--- config.mk ---
export PLATFORM = sky130hd
export DESIGN_NAME = vp_bbox_overlay
export DESIGN_NICKNAME = d
export VERILOG_FILES = /design/src/rtl/vp_bbox_overlay.sv
export SDC_FILE = /design/constraint.sdc
export NUM_CORES = 1
export LEC_CHECK = 0
export CORE_MARGIN = 2
export CORE_UTILIZATION = 45
export DETAILED_ROUTE_END_ITERATION = 7
export DONT_BUFFER_PORTS = 1
export PLACE_DENSITY = 0.63
export SETUP_SLACK_MARGIN = 0.4
export SYNTH_ARGS = -nofsm -noshare
export SYNTH_HDL_FRONTEND = slang
export SYNTH_SLANG_ARGS = --single-unit
--- constraint.sdc ---
create_clock -name clk -period 7.1 [get_ports clk]
set_input_delay 1.42 -clock clk [delete_from_list [all_inputs] [get_ports clk]]
set_output_delay 1.42 -clock clk [all_outputs]
set_load 0.05 [all_outputs]
--- src/rtl/vp_bbox_overlay.sv ---
// vp_bbox_overlay: tracks the bounding box of bright pixels per frame and
// paints the previous frame's box outline red over the video stream.
// Ports: clk, rst_n (sync, active low); de_in/h_sync_in/v_sync_in timing;
//   pixel_in {R,G,B}; mode channel select (0 R, 1 G, 2 B, 3 mean);
//   de_out/h_sync_out/v_sync_out/pixel_out delayed 2 cycles;
//   bbox_valid, x_min, x_max, y_min, y_max latched at each frame start.
// Option: define VP_BBOX_CROSS_EN to also paint a crosshair inside the box.
module vp_bbox_overlay #(
  parameter int H_ACT = 64,
  parameter int V_ACT = 64,
  parameter int COLOR_W = 8,
  parameter logic [COLOR_W-1:0] THRESH = COLOR_W'(128)
) (
  input  logic                       clk,
  input  logic                       rst_n,
  input  logic                       de_in,
  input  logic                       h_sync_in,
  input  logic                       v_sync_in,
  input  logic [3*COLOR_W-1:0]       pixel_in,
  input  logic [1:0]                 mode,
  output logic                       de_out,
  output logic                       h_sync_out,
  output logic                       v_sync_out,
  output logic [3*COLOR_W-1:0]       pixel_out,
  output logic                       bbox_valid,
  output logic [$clog2(H_ACT)-1:0]   x_min,
  output logic [$clog2(H_ACT)-1:0]   x_max,
  output logic [$clog2(V_ACT)-1:0]   y_min,
  output logic [$clog2(V_ACT)-1:0]   y_max
);

  localparam int XW = $clog2(H_ACT);
  localparam int YW = $clog2(V_ACT);
  localparam int PW = 3 * COLOR_W;
  localparam int SW = COLOR_W + 9;
  localparam logic [XW-1:0] X_LAST = XW'(H_ACT - 1);
  localparam logic [YW-1:0] Y_LAST = YW'(V_ACT - 1);
  localparam logic [PW-1:0] RED =
    {{COLOR_W{1'b1}}, {(2 * COLOR_W){1'b0}}};

  logic          de_q, vs_q;
  logic [XW-1:0] x_q, x_d;
  logic [YW-1:0] y_q, y_d, y_c;
  logic          found_q, found_d;
  logic [XW-1:0] rx0_q, rx0_d, rx1_q, rx1_d;
  logic [YW-1:0] ry0_q, ry0_d, ry1_q, ry1_d;
  logic          valid_q, valid_d;
  logic [XW-1:0] lx0_q, lx0_d, lx1_q, lx1_d;
  logic [YW-1:0] ly0_q, ly0_d, ly1_q, ly1_d;
  logic          s1_de_q, s1_hs_q, s1_vs_q, s1_hit_q;
  logic [PW-1:0] s1_pix_q;
  logic          de_o_q, hs_o_q, vs_o_q;
  logic [PW-1:0] pix_o_q;

  logic [SW-1:0]      sum_c;
  logic [COLOR_W-1:0] sel_c;
  logic vs_rise_c, de_fall_c, obj_c;
  logic in_x_c, in_y_c, edge_c, hit_c;

  assign vs_rise_c = v_sync_in & ~vs_q;
  assign de_fall_c = ~de_in & de_q;
  // A pixel arriving on the frame-start edge belongs to line 0
  assign y_c = vs_rise_c ? '0 : y_q;

  assign sum_c = SW'(pixel_in[2*COLOR_W +: COLOR_W])
               + SW'(pixel_in[COLOR_W +: COLOR_W])
               + SW'(pixel_in[0 +: COLOR_W]);

  always_comb begin
    sel_c = '0;
    case (mode)
      2'd0:    sel_c = pixel_in[2*COLOR_W +: COLOR_W];
      2'd1:    sel_c = pixel_in[COLOR_W +: COLOR_W];
      2'd2:    sel_c = pixel_in[0 +: COLOR_W];
      default: sel_c = COLOR_W'((sum_c * SW'(85)) >> 8);
    endcase
  end

  assign obj_c = de_in && (sel_c >= THRESH);

  assign in_x_c = (x_q >= lx0_q) && (x_q <= lx1_q);
  assign in_y_c = (y_c >= ly0_q) && (y_c <= ly1_q);
  assign edge_c =
    ((x_q == lx0_q || x_q == lx1_q) && in_y_c) ||
    ((y_c == ly0_q || y_c == ly1_q) && in_x_c);

`ifdef VP_BBOX_CROSS_EN
  logic cross_c;
  assign cross_c = in_x_c && in_y_c && (
    (x_q == XW'(({1'b0, lx0_q} + {1'b0, lx1_q}) >> 1)) ||
    (y_c == YW'(({1'b0, ly0_q} + {1'b0, ly1_q}) >> 1)));
  assign hit_c = de_in && valid_q && (edge_c || cross_c);
`else
  assign hit_c = de_in && valid_q && edge_c;
`endif

  always_comb begin
    x_d = de_in ? ((x_q == X_LAST) ? x_q : x_q + XW'(1)) : '0;
    y_d = y_q;
    if (vs_rise_c)
      y_d = '0;
    else if (de_fall_c && y_q != Y_LAST)
      y_d = y_q + YW'(1);

    found_d = found_q;
    rx0_d = rx0_q; rx1_d = rx1_q;
    ry0_d = ry0_q; ry1_d = ry1_q;
    valid_d = valid_q;
    lx0_d = lx0_q; lx1_d = lx1_q;
    ly0_d = ly0_q; ly1_d = ly1_q;

    // Latch the finished frame before this cycle's pixel is counted
    if (vs_rise_c) begin
      valid_d = found_q;
      if (found_q) begin
        lx0_d = rx0_q; lx1_d = rx1_q;
        ly0_d = ry0_q; ly1_d = ry1_q;
      end
      found_d = 1'b0;
      rx0_d = '0; rx1_d = '0;
      ry0_d = '0; ry1_d = '0;
    end

    if (obj_c) begin
      if (!found_d) begin
        rx0_d = x_q; rx1_d = x_q;
        ry0_d = y_c; ry1_d = y_c;
      end else begin
        if (x_q < rx0_d) rx0_d = x_q;
        if (x_q > rx1_d) rx1_d = x_q;
        if (y_c < ry0_d) ry0_d = y_c;
        if (y_c > ry1_d) ry1_d = y_c;
      end
      found_d = 1'b1;
    end
  end

  always_ff @(posedge clk) begin
    if (!rst_n) begin
      de_q <= 1'b0; vs_q <= 1'b0;
      x_q <= '0; y_q <= '0;
      found_q <= 1'b0;
      rx0_q <= '0; rx1_q <= '0;
      ry0_q <= '0; ry1_q <= '0;
      valid_q <= 1'b0;
      lx0_q <= '0; lx1_q <= '0;
      ly0_q <= '0; ly1_q <= '0;
      s1_de_q <= 1'b0; s1_hs_q <= 1'b0;
      s1_vs_q <= 1'b0; s1_hit_q <= 1'b0;
      s1_pix_q <= '0;
      de_o_q <= 1'b0; hs_o_q <= 1'b0;
      vs_o_q <= 1'b0; pix_o_q <= '0;
    end else begin
      de_q <= de_in; vs_q <= v_sync_in;
      x_q <= x_d; y_q <= y_d;
      found_q <= found_d;
      rx0_q <= rx0_d; rx1_q <= rx1_d;
      ry0_q <= ry0_d; ry1_q <= ry1_d;
      valid_q <= valid_d;
      lx0_q <= lx0_d; lx1_q <= lx1_d;
      ly0_q <= ly0_d; ly1_q <= ly1_d;
      s1_de_q <= de_in; s1_hs_q <= h_sync_in;
      s1_vs_q <= v_sync_in; s1_hit_q <= hit_c;
      s1_pix_q <= pixel_in;
      de_o_q <= s1_de_q; hs_o_q <= s1_hs_q;
      vs_o_q <= s1_vs_q;
      pix_o_q <= s1_hit_q ? RED : s1_pix_q;
    end
  end

  assign de_out = de_o_q;
  assign h_sync_out = hs_o_q;
  assign v_sync_out = vs_o_q;
  assign pixel_out = pix_o_q;
  assign bbox_valid = valid_q;
  assign x_min = lx0_q;
  assign x_max = lx1_q;
  assign y_min = ly0_q;
  assign y_max = ly1_q;

endmodule

Word-level counts from Yosys, hierarchy flattened
Index checks and enable logic that the tools add are counted.
- register bits: 117
- input port bits: 31
- output and inout port bits: 52
- word-level logic and storage cells: 86
- add/sub/neg operators: 4
- $mul: 1
- $lt $le $gt $ge: 9
- equal/unequal tests: 8
- mux-type cells: 21
- bitwise logic cells: 5
- reduce and logical (&&, ||, !) cells: 16
- operator list (operator ; count):
    6-bit two-way mux ; 17
    6-bit == test ; 4
    24-bit two-way mux ; 1
    8-bit one-hot mux with 3 select lines ; 1
    10-bit by 7-bit multiplier with 16-bit output, second input constant ; 1
    6-bit by 1-bit adder with 6-bit output, second input constant ; 2
    6-bit >= comparator ; 2
    6-bit > comparator ; 2
    6-bit less-or-equal comparator ; 2
    6-bit < comparator ; 2
    9-bit by 8-bit adder with 10-bit output ; 1
    8-bit by 8-bit adder with 9-bit output ; 1
    8-bit >= comparator, second input constant ; 1
    1-bit logical AND ; 8
    6-bit == test, second input constant ; 1
    6-bit != test, second input constant ; 1
    2-bit AND reduction ; 2
    2-bit OR reduction ; 2
    1-bit logical OR ; 3
    1-bit NOT ; 3
    1-bit AND ; 2
    2-bit by 1-bit == test with 1-bit output, second input constant ; 1
    2-bit == test, second input constant ; 1
    2-bit logical NOT ; 1
    1-bit two-way mux ; 2

Depth between registers and ports, before layout
- word-level depth: 8
- gate-level depth with buffers: 24
- gate-level depth less buffers: 23

Least setup slack after synthesis
Ideal clock, no wire load.
- kind: input -> register
- start: in pixel_in[1]
- end: reg ry1_q[2]
- setup time: 0.072 ns
- data arrival time: 6.607 ns
- data required time: 7.028 ns
- path slack: 0.421 ns
- stages on the path: 24
- path buffers: 1
- cell sequence: inv_1 > fa_1 > inv_1 > ha_1 > fa_1 > a21o_1 > a21oi_1 > xnor2_1 > and2_1 > nor2_1 > fa_1 > ha_1 > inv_1 > fa_1 > inv_1 > ha_1 > o21ai_0 > a21oi_1 > a21oi_1 > xnor3_2 > o2111ai_4 > buf_6 > a21o_1 > mux2i_1
- word-level cells in the longest chain between the ends: 6
- ends and longest elaborated chain (what ; RTL line ; text):
    from (decl) ; 19 ; input logic [3*COLOR_W-1:0] pixel_in,
    9-bit by 8-bit adder with 10-bit output ; 67 ; + SW'(pixel_in[0 +: COLOR_W]);
    10-bit by 7-bit multiplier with 16-bit output ; 75 ; default: sel_c = COLOR_W'((sum_c * SW'(85)) >> 8);
    8-bit one-hot mux with 3 select lines * ; 71 ; case (mode)
    8-bit >= comparator * ; 79 ; assign obj_c = de_in && (sel_c >= THRESH);
    1-bit logical AND * ; 79 ;
    6-bit two-way mux * ; 124 ; if (obj_c) begin
    to (signal assigned) ; 158 ; ry0_q <= ry0_d; ry1_q <= ry1_d;
    to (decl) ; 46 ; logic [YW-1:0] ry0_q, ry0_d, ry1_q, ry1_d;
Every way passes the cells marked *; elsewhere a longest branch is shown, timed or not.
A chain may end at the register's enable or synchronous reset.

Final worst setup path
- start: in pixel_in[1]
- end: reg rx0_q[0]
- word-level cells in the longest chain between the ends: 6
- ends and longest elaborated chain (what ; RTL line ; text):
    9-bit by 8-bit adder with 10-bit output ; 67 ;
    10-bit by 7-bit multiplier with 16-bit output ; 75 ;
    8-bit one-hot mux with 3 select lines * ; 71 ;
    8-bit >= comparator * ; 79 ;
    1-bit logical AND * ; 79 ;
    6-bit two-way mux * ; 124 ;
    to (signal assigned) ; 157 ; rx0_q <= rx0_d; rx1_q <= rx1_d;
    to (decl) ; 45 ; logic [XW-1:0] rx0_q, rx0_d, rx1_q, rx1_d;
Marks and branches as above.

==> results.toml <==
[sta]
finalHoldViolations = 0
skew_ps = 8.342
rsz0062_at_grt = "false"
tightest_slew_ps = 860.6
slew_violations = 0
finalSetupViolations = 0
final.setup.tns_ps = 0
slew_headroom_pct = 42.49
layout_worst_path_cycle_share_pct = 90.29
clock.fmax_mhz = 156.0
timing.final.crit_period_ps = 6410
whs_ps = 422.4
postLayoutSetupSlackWorst_ps = 689.6

[setup_path]
crit_required_ps = 7430
cp-start-kind = "input pin"
cp_max_fo = 7
critical_path_class = "input pin to flop"
rrSetupSlack_ps = 3900
worstPathArrival_ps = 6740
worst_setup_path_end_kind = "flop"

[floorplan]
core_mm2 = 0.01399
die_w_um = 124
ios = 83
rows = 43
die-area_mm2 = 0.01538
dieHeight_um = 124
start_util_pct = 46.32

[grt]
antenna_found_initial = 1
grt_pass1_vias = 4799
overflow = 0
top_usage_layer = "met2"
met2_usage_pct = 32.80
grt_use_total_pct = 20.01
gr-usage-met1_pct = 24.55
gr-usage-met3_pct = 6.639
grt_pass1_wl_um = 23540
grt_max_degree = 43

[cts]
clkLatencyLatePin_ps = 410
clock_sinks = 117
root_buffer = "clkbuf_16"
cts_buffer_depth = 2
cts_tree = "yes"
htree_levels = 4
cts.clk_slew.worst_paths_ps = 50
postCtsHoldBufs = 0
cts_buffers = 17

[cells_and_area]
fin_nets = 863
fill_cells = 1245
area_growth_pct = 13.36
fin_cells = 917
drive_gt1_share_pct = 6.929
seq_area_mm2 = 0.002342
multiInputGateArea_mm2 = 0.003856
finalInstanceArea_mm2 = 0.007346

[route]
routed_via_density = 5.290
wl_per_cell_um = 15.86
wirelength_um = 14540
drc = 0
firstDrtPassIters = 5
num_vias = 4851
ant_nets = 0
drt-initial-drc-count = 190

[synth]
synth.top_cell.area_share_pct = 36.15
yosys_warnings = 0
synth_seq_cells = 117
synth_cell_type_count = 45
yosysSeqAreaShare_pct = 36.15
syn_avg_cell_area_um2 = 9.000
synth_top_cell_by_area = "dfxtp_1"
synth.net_count = 859
synth-main-ff-cell = "dfxtp_1"
async_flop_share_pct = 0
synthTopCellsByArea = "dfxtp_1, ha_1, nand2_1"
yosysMostFrequentCell = "nand2_1"
synth_commonest_cells = "nand2_1, dfxtp_1, ha_1, inv_1, and2_1"
syn_inst = 720
synthesis.area_mm2 = 0.006480
synth_edf_count = 0

[power]
powerDensity_mw_per_mm2 = 358.9
combPwrFrac_pct = 38.0
p_seq_share_pct = 26.9
switchingPower_w = 0.0008820
sw_frac_of_total_pct = 33.46
p_int_w = 0.001754
peakVddDrop_mv = 0.2085
power_leakage_nw = 3.107
clockPowerShare_pct = 35.1

[placed_design]
placed_cell_area_mm2 = 0.006645
pre_cts_ws_ps = 30.08
place_hpwl_um = 10950
place.gp.congestion = 0.8834
port_buffers = 0
dp.cells = 882

[min_path]
hold_class = "flop to flop"

[flow_run]
maxCapViolCount = 0

[status]
run_status = "completed"
metal layers:
layer  part of all wire, %  vias to the layer above
met2                    47                      116
met3                   6.5                       27
li1                      -                     2423
met1                    44                     2285
met4                   1.9                        0
met5                     0                        -
worst max-delay path: stages:
cell and delay, ps:
inv_1 40, fa_1 530, inv_1 40, ha_1 220, fa_1 440, a21o_1 200
a21oi_2 220, xnor2_2 180, and2_1 210, nor2_1 70, fa_1 460, ha_1 280
inv_1 50, fa_1 500, inv_1 40, ha_1 280, o21ai_0 150, a21oi_1 90
a21oi_1 160, xnor3_2 250, o2111ai_4 250, a31oi_4 390, mux2i_1 260
path summary, 6_finish.rpt:
kind,from,to,cells past startpoint
worst min-delay path,s1_pix_q[10],pixel_out[10],1
worst min register to register,s1_pix_q[10],pixel_out[10],1
worst max register to register,s1_vs_q,ry1_q[0],11
worst max-delay path,pixel_in[1],rx0_q[0],23
final cells by class:
cell class,instances,area share (%)
Multi-Input combinational cell,519,52.50
Timing Repair Buffer,6,0.6132
Clock inverter,10,2.419
Antenna cell,1,0.03407
Inverter,63,3.219
Clock buffer,21,6.268
Tap cell,180,3.066
Sequential cell,117,31.89
placed cells by master, fill, tap and decap left out, types with 5 or more instances in the layout:
master	Yosys	routed
nand2_1	121	121
bufinv_16	0	5
o211ai_1	6	6
a21oi_1	48	46
o21a_1	8	8
mux2i_1	17	17
xor2_1	10	9
nor2b_1	7	7
buf_4	0	6
inv_1	62	62
nand4_1	9	9
xnor2_1	10	8
a21o_1	9	9
nand2b_1	5	5
clkbuf_16	0	17
o21ai_0	15	15
and2_1	51	51
nor2_1	43	43
dfxtp_1	117	117
o22ai_1	7	7
nand3_1	10	10
ha_1	90	90
fa_1	18	18
cells by family (layout without fill, tap and decap cells):
| group | Yosys count | after routing | share of synthesized area [%] |
|---|---|---|---|
| simple gates | 261 | 261 | 18.71 |
| mux | 17 | 17 | 2.626 |
| fa+ha+maj | 108 | 108 | 22.94 |
| xor+xnor | 21 | 21 | 3.070 |
| compound gates | 111 | 112 | 11.47 |
| other cells | 0 | 1 | 0 |
| buf+inv | 85 | 100 | 5.039 |
| flops | 117 | 117 | 36.15 |
power by group through the flow:
stage,Combinational (W),Clock (W),Sequential [W]
finish,0.00100,0.000924,0.000710
global route,0.00119,0.000969,0.000711
CTS,0.000991,0.000940,0.000710
detailed placement,0.000982,0,0.000723
global placement,0.000921,0,0.000723
floorplan,0.000770,0,0.000720
per-stage QoR:
stage | total power, W | utilization (%)
6_report | 0.002636 | 52.51
2_1_floorplan | 0.001490 | -
3_3_place_gp | 0.001644 | 47.50
4_1_cts | 0.002640 | 52.07
3_5_place_dp | 0.001705 | 47.50
5_1_grt | 0.002870 | 52.51
repair_timing:
| action | 4_1_cts | 5_1_grt |
|---|---|---|
| gates resized for setup | 0 | 5 |
| endpoints found under the hold margin | 0 | 0 |
| setup buffers | 0 | 2 |
| setup endpoints to repair | 0 | 25 |
Note: power is estimated with default switching activity, not from simulation.
